## config.mk

```make
export PLATFORM = sky130hd
export DESIGN_NAME = hazard_stall_controller
export DESIGN_NICKNAME = d
export VERILOG_FILES = /design/src/rtl/hazard_stall_controller.sv
export SDC_FILE = /design/constraint.sdc
export NUM_CORES = 1
export LEC_CHECK = 0
export CORE_AREA = 10 10 47 49
export DETAILED_ROUTE_END_ITERATION = 8
export DIE_AREA = 0 0 57 59
export PLACE_DENSITY = 0.59
export REMOVE_ABC_BUFFERS = 1
export SLEW_MARGIN = 20
export SYNTH_ARGS = -nofsm -noshare
export SYNTH_HDL_FRONTEND = slang
export SYNTH_SLANG_ARGS = --single-unit
```

## constraint.sdc

```tcl
create_clock -name clock -period 4.2 [get_ports clock]
set_input_delay 1.05 -clock clock [delete_from_list [all_inputs] [get_ports clock]]
set_output_delay 1.05 -clock clock [all_outputs]
set_load 0.01 [all_outputs]
```

## src/rtl/hazard_stall_controller.sv

```systemverilog
// hazard_stall_controller
// Pipeline sequencing controller for the 5-stage core. It drives the load
// enables and flush/bubble controls of the PC, IF/ID, ID/EX and EX/MEM
// boundaries. It detects load-use hazards and taken-branch redirects, and it
// freezes the whole pipe while data memory is busy. Multi-cycle bubbles and
// flush windows are sequenced by a small FSM with a down-counter.
//
// Optional feature: define HAZARD_PERF_CNT_EN to add the 32-bit stall_count
// and flush_count performance counters.
module hazard_stall_controller #(
    parameter int unsigned LOAD_BUBBLES = 1,  // 1..7 ID/EX bubbles per load-use
    parameter int unsigned FLUSH_CYCLES = 1   // 1..7 IF/ID flush cycles per branch
) (
    input  logic        clock,
    input  logic        reset_n,
    input  logic [4:0]  rs1_id,
    input  logic [4:0]  rs2_id,
    input  logic        uses_rs2_id,
    input  logic [4:0]  rd_ex,
    input  logic        MemRead_ex,
    input  logic        branch_taken_ex,
    input  logic        mem_busy,
    output logic        pc_write,
    output logic        if_id_write,
    output logic        id_ex_write,
    output logic        if_id_flush,
    output logic        id_ex_flush,
    output logic        ex_mem_stall,
    output logic [1:0]  state
`ifdef HAZARD_PERF_CNT_EN
    ,
    output logic [31:0] stall_count,
    output logic [31:0] flush_count
`endif
);

    typedef enum logic [1:0] {
        RUN      = 2'd0,
        LU_STALL = 2'd1,
        FLUSH    = 2'd2,
        UNUSED   = 2'd3
    } state_t;

    localparam logic [2:0] LB_RELOAD = 3'(LOAD_BUBBLES - 1);
    localparam logic [2:0] FL_RELOAD = 3'(FLUSH_CYCLES - 1);

    state_t     state_q, state_d;
    logic [2:0] cnt_q, cnt_d;
    logic       load_use;

    // Load-use hazard: a load in EX writes a register the ID instruction reads.
    // x0 never hazards, and a match on both sources is still a single hazard.
    assign load_use = MemRead_ex && (rd_ex != 5'd0) &&
                      ((rd_ex == rs1_id) || (uses_rs2_id && (rd_ex == rs2_id)));

    // Zero-latency output decode and next-state selection.
    always_comb begin
        // NOTE: every output and next-state signal gets a default first, so no
        // path through the case/if tree can leave a latch behind.
        pc_write     = 1'b0;
        if_id_write  = 1'b0;
        id_ex_write  = 1'b0;
        if_id_flush  = 1'b0;
        id_ex_flush  = 1'b0;
        ex_mem_stall = 1'b0;
        state_d      = state_q;
        cnt_d        = cnt_q;

        if (!reset_n) begin
            // Controls are forced low for the whole reset window, not just at
            // the edge; the registers are cleared asynchronously below.
            state_d = RUN;
            cnt_d   = '0;
        end else if (mem_busy) begin
            // Freeze: nothing moves, state and counter hold, events wait.
            ex_mem_stall = 1'b1;
        end else begin
            case (state_q)
                LU_STALL: begin
                    // EX holds a bubble, so a branch here cannot be real.
                    id_ex_write = 1'b1;
                    id_ex_flush = 1'b1;
                    cnt_d       = cnt_q - 3'd1;
                    if (cnt_q <= 3'd1) begin
                        state_d = RUN;
                        cnt_d   = '0;
                    end
                end

                FLUSH: begin
                    // ID holds a flushed NOP here, so load-use is not evaluated.
                    pc_write    = 1'b1;
                    if_id_write = 1'b1;
                    id_ex_write = 1'b1;
                    if_id_flush = 1'b1;
                    if (branch_taken_ex) begin
                        id_ex_flush = 1'b1;
                        cnt_d       = FL_RELOAD;
                    end else begin
                        cnt_d = cnt_q - 3'd1;
                        if (cnt_q <= 3'd1) begin
                            state_d = RUN;
                            cnt_d   = '0;
                        end
                    end
                end

                default: begin  // RUN, and the unused encoding behaves as RUN
                    if (branch_taken_ex) begin
                        pc_write    = 1'b1;
                        if_id_write = 1'b1;
                        id_ex_write = 1'b1;
                        if_id_flush = 1'b1;
                        id_ex_flush = 1'b1;
                        if (FLUSH_CYCLES > 1) begin
                            state_d = FLUSH;
                            cnt_d   = FL_RELOAD;
                        end
                    end else if (load_use) begin
                        id_ex_write = 1'b1;
                        id_ex_flush = 1'b1;
                        if (LOAD_BUBBLES > 1) begin
                            state_d = LU_STALL;
                            cnt_d   = LB_RELOAD;
                        end
                    end else begin
                        pc_write    = 1'b1;
                        if_id_write = 1'b1;
                        id_ex_write = 1'b1;
                    end
                    if (state_q == UNUSED) begin
                        state_d = RUN;
                        cnt_d   = '0;
                    end
                end
            endcase
        end
    end

    // State and bubble/flush counter registers.
    always_ff @(posedge clock or negedge reset_n) begin
        // NOTE: sequential state uses non-blocking assignments so every
        // register samples pre-edge values regardless of statement order.
        if (!reset_n) begin
            state_q <= RUN;
            cnt_q   <= '0;
        end else begin
            state_q <= state_d;
            cnt_q   <= cnt_d;
        end
    end

    assign state = state_q;

`ifdef HAZARD_PERF_CNT_EN
    logic count_stall;
    logic count_flush;

    // A load-use bubble is the only case with id_ex_flush=1 and pc_write=0;
    // an accepted branch is the only case with id_ex_flush=1 and pc_write=1.
    assign count_stall = ex_mem_stall | (id_ex_flush & ~pc_write);
    assign count_flush = id_ex_flush & pc_write;

    // Free-running performance counters, wrapping modulo 2^32.
    always_ff @(posedge clock or negedge reset_n) begin
        if (!reset_n) begin
            stall_count <= '0;
            flush_count <= '0;
        end else begin
            if (count_stall) stall_count <= stall_count + 32'd1;
            if (count_flush) flush_count <= flush_count + 32'd1;
        end
    end
`endif

endmodule

```

Word-level counts from Yosys, hierarchy flattened
Cells that the tools add are included.
- equal/unequal tests: 8
- magnitude comparators: 1
- add/subtract/negate cells: 1
- reductions and logical operators: 7
- muxes and demuxes: 30
- operators by type and width (cell ; number):
    2-to-1 mux 1 bit ; 15
    2-to-1 mux 3 bit ; 5
    equality test 5 bit ; 2
    2-to-1 mux 2 bit ; 5
    one-hot mux 1 bit (2 select lines) ; 3
    one-hot mux 3 bit (2 select lines) ; 1
    nonzero test 5 bit ; 1
    equality test 2 bit, second input constant ; 2
    inequality test 4 x 1 -> 1 bit, second input constant ; 1
    one-hot mux 2 bit (2 select lines) ; 1
    less-or-equal comparator 3 x 1 -> 1 bit, second input constant ; 1
    logical AND 1 bit ; 3
    inequality test 3 bit, second input constant ; 1
    AND reduction 3 bit ; 1
    subtractor 3 x 1 -> 3 bit, second input constant ; 1
    equality test 2 x 1 -> 1 bit, second input constant ; 1
    inequality test 2 bit, second input constant ; 1
    AND reduction 2 bit ; 1
    logical OR 1 bit ; 1
- register bits: 5
- input bits: 21
- word-level logic and storage cells: 49
- output and inout port bits: 8

Logic depth before layout (Yosys ltp)
- depth in word-level cells: 9
- gate-level depth with buffers: 5
- mapped depth without buffers: 4

Least setup slack after synthesis
No wires, ideal clock.
- path kind: in2out
- from: in rd_ex[3]
- to: out pc_write
- cell stages on the path: 5
- slack: 1.081 ns
- arrival: 2.069 ns
- cells stage by stage: xor2_1 > nor4_2 > a32oi_1 > o31a_1 > buf_4
- word-level cells in the longest chain between the ends: 9
- elaborated cells on any way between the ends: 12
- those cells by class: eq/ne: 2; mux: 5; reduce/logical: 5
- ends and longest elaborated chain (item ; RTL line ; RTL):
    start, declared ; 19 ; input logic [4:0] rd_ex,
    equality test 5 bit ; 54 ; ((rd_ex == rs1_id) || (uses_rs2_id && (rd_ex == rs2_id)));
    logical AND 1 bit ; 54 ;
    logical OR 1 bit ; 54 ;
    logical AND 1 bit (*) ; 53 ; assign load_use = MemRead_ex && (rd_ex != 5'd0) &&
    2-to-1 mux 1 bit (*) (2 in series) ; - ;
    one-hot mux 1 bit (2 select lines) (*) ; - ;
    2-to-1 mux 1 bit (*) (2 in series) ; - ;
    end, declared ; 23 ; output logic pc_write,
Every way passes the cells marked *; elsewhere a longest branch is shown, timed or not.

Worst setup path in the final report
- from: in rd_ex[3]
- to: out if_id_write
- word-level cells in the longest chain between the ends: 9
- elaborated cells on any way between the ends: 12
- those cells by class: eq/ne: 2; mux: 5; reduce/logical: 5
- ends and longest elaborated chain (item ; RTL line ; RTL):
    equality test 5 bit ; 54 ;
    logical AND 1 bit ; 54 ;
    logical OR 1 bit ; 54 ;
    logical AND 1 bit (*) ; 53 ;
    2-to-1 mux 1 bit (*) ; 119 ; end else if (load_use) begin
    2-to-1 mux 1 bit (*) ; 109 ; if (branch_taken_ex) begin
    one-hot mux 1 bit (2 select lines) (*) ; 78 ; case (state_q)
    2-to-1 mux 1 bit (*) ; 74 ; end else if (mem_busy) begin
    2-to-1 mux 1 bit (*) ; 69 ; if (!reset_n) begin
    end, declared ; 24 ; output logic if_id_write,
Marks and branches as above.

==> run summary <==
The first detailed-routing pass ran for 3 iterations. Once placement finished, the instance area stood at 460 um^2. Setup violations remaining at the end of the flow were counted as 0. After floorplanning, the core was sized to cover 1400 um^2.

Total I/O pin count: 29. For the total net switching power, the log shows 14.4 uW. The post-route clock period utilization was 95.2%; the clock network fraction of total power was 0%. In this run, the number of DRC markers left after iteration 0 of detailed routing was 5. In this run, flip-flops and latches consume 0% of the power. The total overflow left after global routing is 0. Entering global routing, the biggest net connects 5 pins. 0 antenna diodes ended up in the layout.

The per-cell routed wire length is 11.7 um. The type of element launching the critical path was an input port. The number of remaining DRC errors was 0; the total die area was 3360 um^2. The run finished with clean final reports. Walking the worst path, the cells encountered are clkdlybuf4s50_1, or4_1, o21ai_0, o31a_1, clkdlybuf4s50_1. Synthesis produced a netlist whose cell count is 26. Dividing total power by cell area gives a power density of 91.4 nW/um^2. For the half-perimeter wire length after placement, the log shows 755 um. Data on the critical path is required at its endpoint by 3.15 ns.

Via-per-instance ratio: 4.08. The slowest cell on the critical path was sky130_fd_sc_hd__or4_1. After layout, the minimum clock period comes to 4.00 ns. The final standard cell area without fillers is 460 um^2, and the portion of synthesized cell area occupied by the leading cell type is 39.6%. The run gives 0 as the post-cts repair resize count. The floorplan has 14 rows. The total number of nets in the final design is 73, and the count of max-cap constraint violations is 0.

The Yosys step of the flow raised 0 warnings. The tools report the routability-driven placement congestion ratio as 0.669. The count of flip-flops and latches was 0. The die is 57 um wide.

A synthesized cell averages 7.65 um^2. Yosys attributes the largest share of cell area to sky130_fd_sc_hd__xor2_1 40%, sky130_fd_sc_hd__buf_4 11%, sky130_fd_sc_hd__and2_1 6.3%. The effective utilization at floorplan came out at 14.2%. The largest area contributor in the netlist was sky130_fd_sc_hd__xor2_1. The logs give 0 um^2 for the area used by sequential logic in the layout and 0.0369 mV for the maximum VDD drop.

For the total global routing track utilization, the log shows 4.06%. The post-detailed-route count of antenna-violating nets was 0; the final design utilization was 32.9%. Setup repair after global routing left no endpoint under its margin. Post-synthesis instance area: 199 um^2. For the internal power, the log shows 27.7 uW.

The critical path is of the in -> out type. The most numerous cell type found on the critical path is sky130_fd_sc_hd__clkdlybuf4s50_1. Net switching is 34.3% of the power.

Static timing analysis puts the maximum clock frequency at 0.250 GHz. After detailed routing, the total wire length is 775 um. The layout overhead on the synthesized area came out at 131%. Setup total negative slack on the finished layout was measured at 0 ns. The maximum net fanout on the critical path came out at 3.

The unique cell type count in the Yosys netlist is 15, and the share of cells above drive strength 1 is 2.00%. The run gives 0 as the number of pins with negative max-slew slack in the final report. During placement, the flow inserted port buffers numbering 26. The first global-routing pass estimated 1190 um of wire.

The path class of the tightest hold or removal check is in -> out. The largest stage delay on the critical path works out to 0.56 ns. The clock buffers instantiated in the layout total 0. The tools report the number of endpoints with negative hold slack in the final report as 0. Of the total power, combinational logic draws 100.0%. The initial antenna violation count is 0, and the number of global-route vias before repair is 300. In this run the static leakage power is 0.000165 uW. The number of hold-repair buffers added at the cts stage was 0; the post-CTS setup-driven buffer insertion count was 0. The vertical die dimension is 59 um.

At the worst endpoint, the arrival time is 2.95 ns. Detailed routing inserted a total of 269 vias. The share of the Yosys chip area taken by registers is 0%.

STA classifies the critical path endpoint as an output pin.
[cell type report]
type | count | area [um^2]
Fill cell | 158 | 941
Timing Repair Buffer | 26 | 260
Multi-Input combinational cell | 24 | 180
Tap cell | 16 | 20.0
[through the flow]
step | setup WS [ns] | cells | total power [uW] | hold WS, ns
after global placement | 0.210 | 66 | 42.3 | 3.11
after global routing | 0.0896 | 66 | 46.1 | 3.17
after floorplan | 1.18 | 24 | 13.8 | 2.17
after CTS | 0.178 | 66 | 42.7 | 3.12
after detailed placement | 0.187 | 66 | 42.5 | 3.12
final | 0.201 | 66 | 42.1 | 3.12
[final timing paths]
check | start | end | slack [ns] | cells after the start
max | rd_ex[3] | if_id_write | 0.20 | 5
min | reset_n | ex_mem_stall | 3.12 | 3
[logic make-up (layout without fill, tap and decap cells)]
kind of cell	count (synthesis)	after routing	share of synthesized area, %
other cells	1	2	1.88
compound gates	5	5	18.9
xor+xnor	10	10	44.0
simple gates	7	7	23.9
buf+inv	3	26	11.3
[routing by layer]
| metal | wire, um | GRT usage, % | part of all wire (%) |
|---|---|---|---|
| met5 | 0 | 0 | 0 |
| met4 | 0 | 0 | 0 |
| met3 | 134 | 2.79 | 17 |
| met2 | 281 | 5.89 | 36 |
| met1 | 360 | 5.10 | 46 |
[critical path: cells and delay by family]
family,cells,cell delay (ns)
compound gates,2,0.33
simple gates,1,0.56
buf+inv,2,1.00
[placed cells by master (no fill, tap or decap), drive strengths merged]
master / n
a32oi: 1
and2: 2
clkdlybuf4s50: 26
conb: 2
nor2: 1
nor2b: 1
nor3: 1
nor4: 1
o211ai: 1
o21ai: 1
o21bai: 1
o31a: 1
or4: 1
xnor2: 1
xor2: 9
[Yosys cell counts (all sizes together)]
cell type	instances
buf	3
xnor2	1
a32oi	1
nor2b	1
o21bai	1
conb	1
nor4	1
and2	2
o31a	1
xor2	9
nor2	1
o21ai	1
or4	1
nor3	1
o211ai	1
[power by group through the flow]
| stage | sequential, uW | combinational [uW] | clock [uW] |
|---|---|---|---|
| 2_1_floorplan | 0 | 13.8 | 0 |
| 3_3_place_gp | 0 | 42.3 | 0 |
| 3_5_place_dp | 0 | 42.5 | 0 |
| 4_1_cts | 0 | 42.7 | 0 |
| 5_1_grt | 0 | 46.1 | 0 |
| 6_report | 0 | 42.1 | 0 |
No activity file was read; power rests on OpenSTA's default activity.
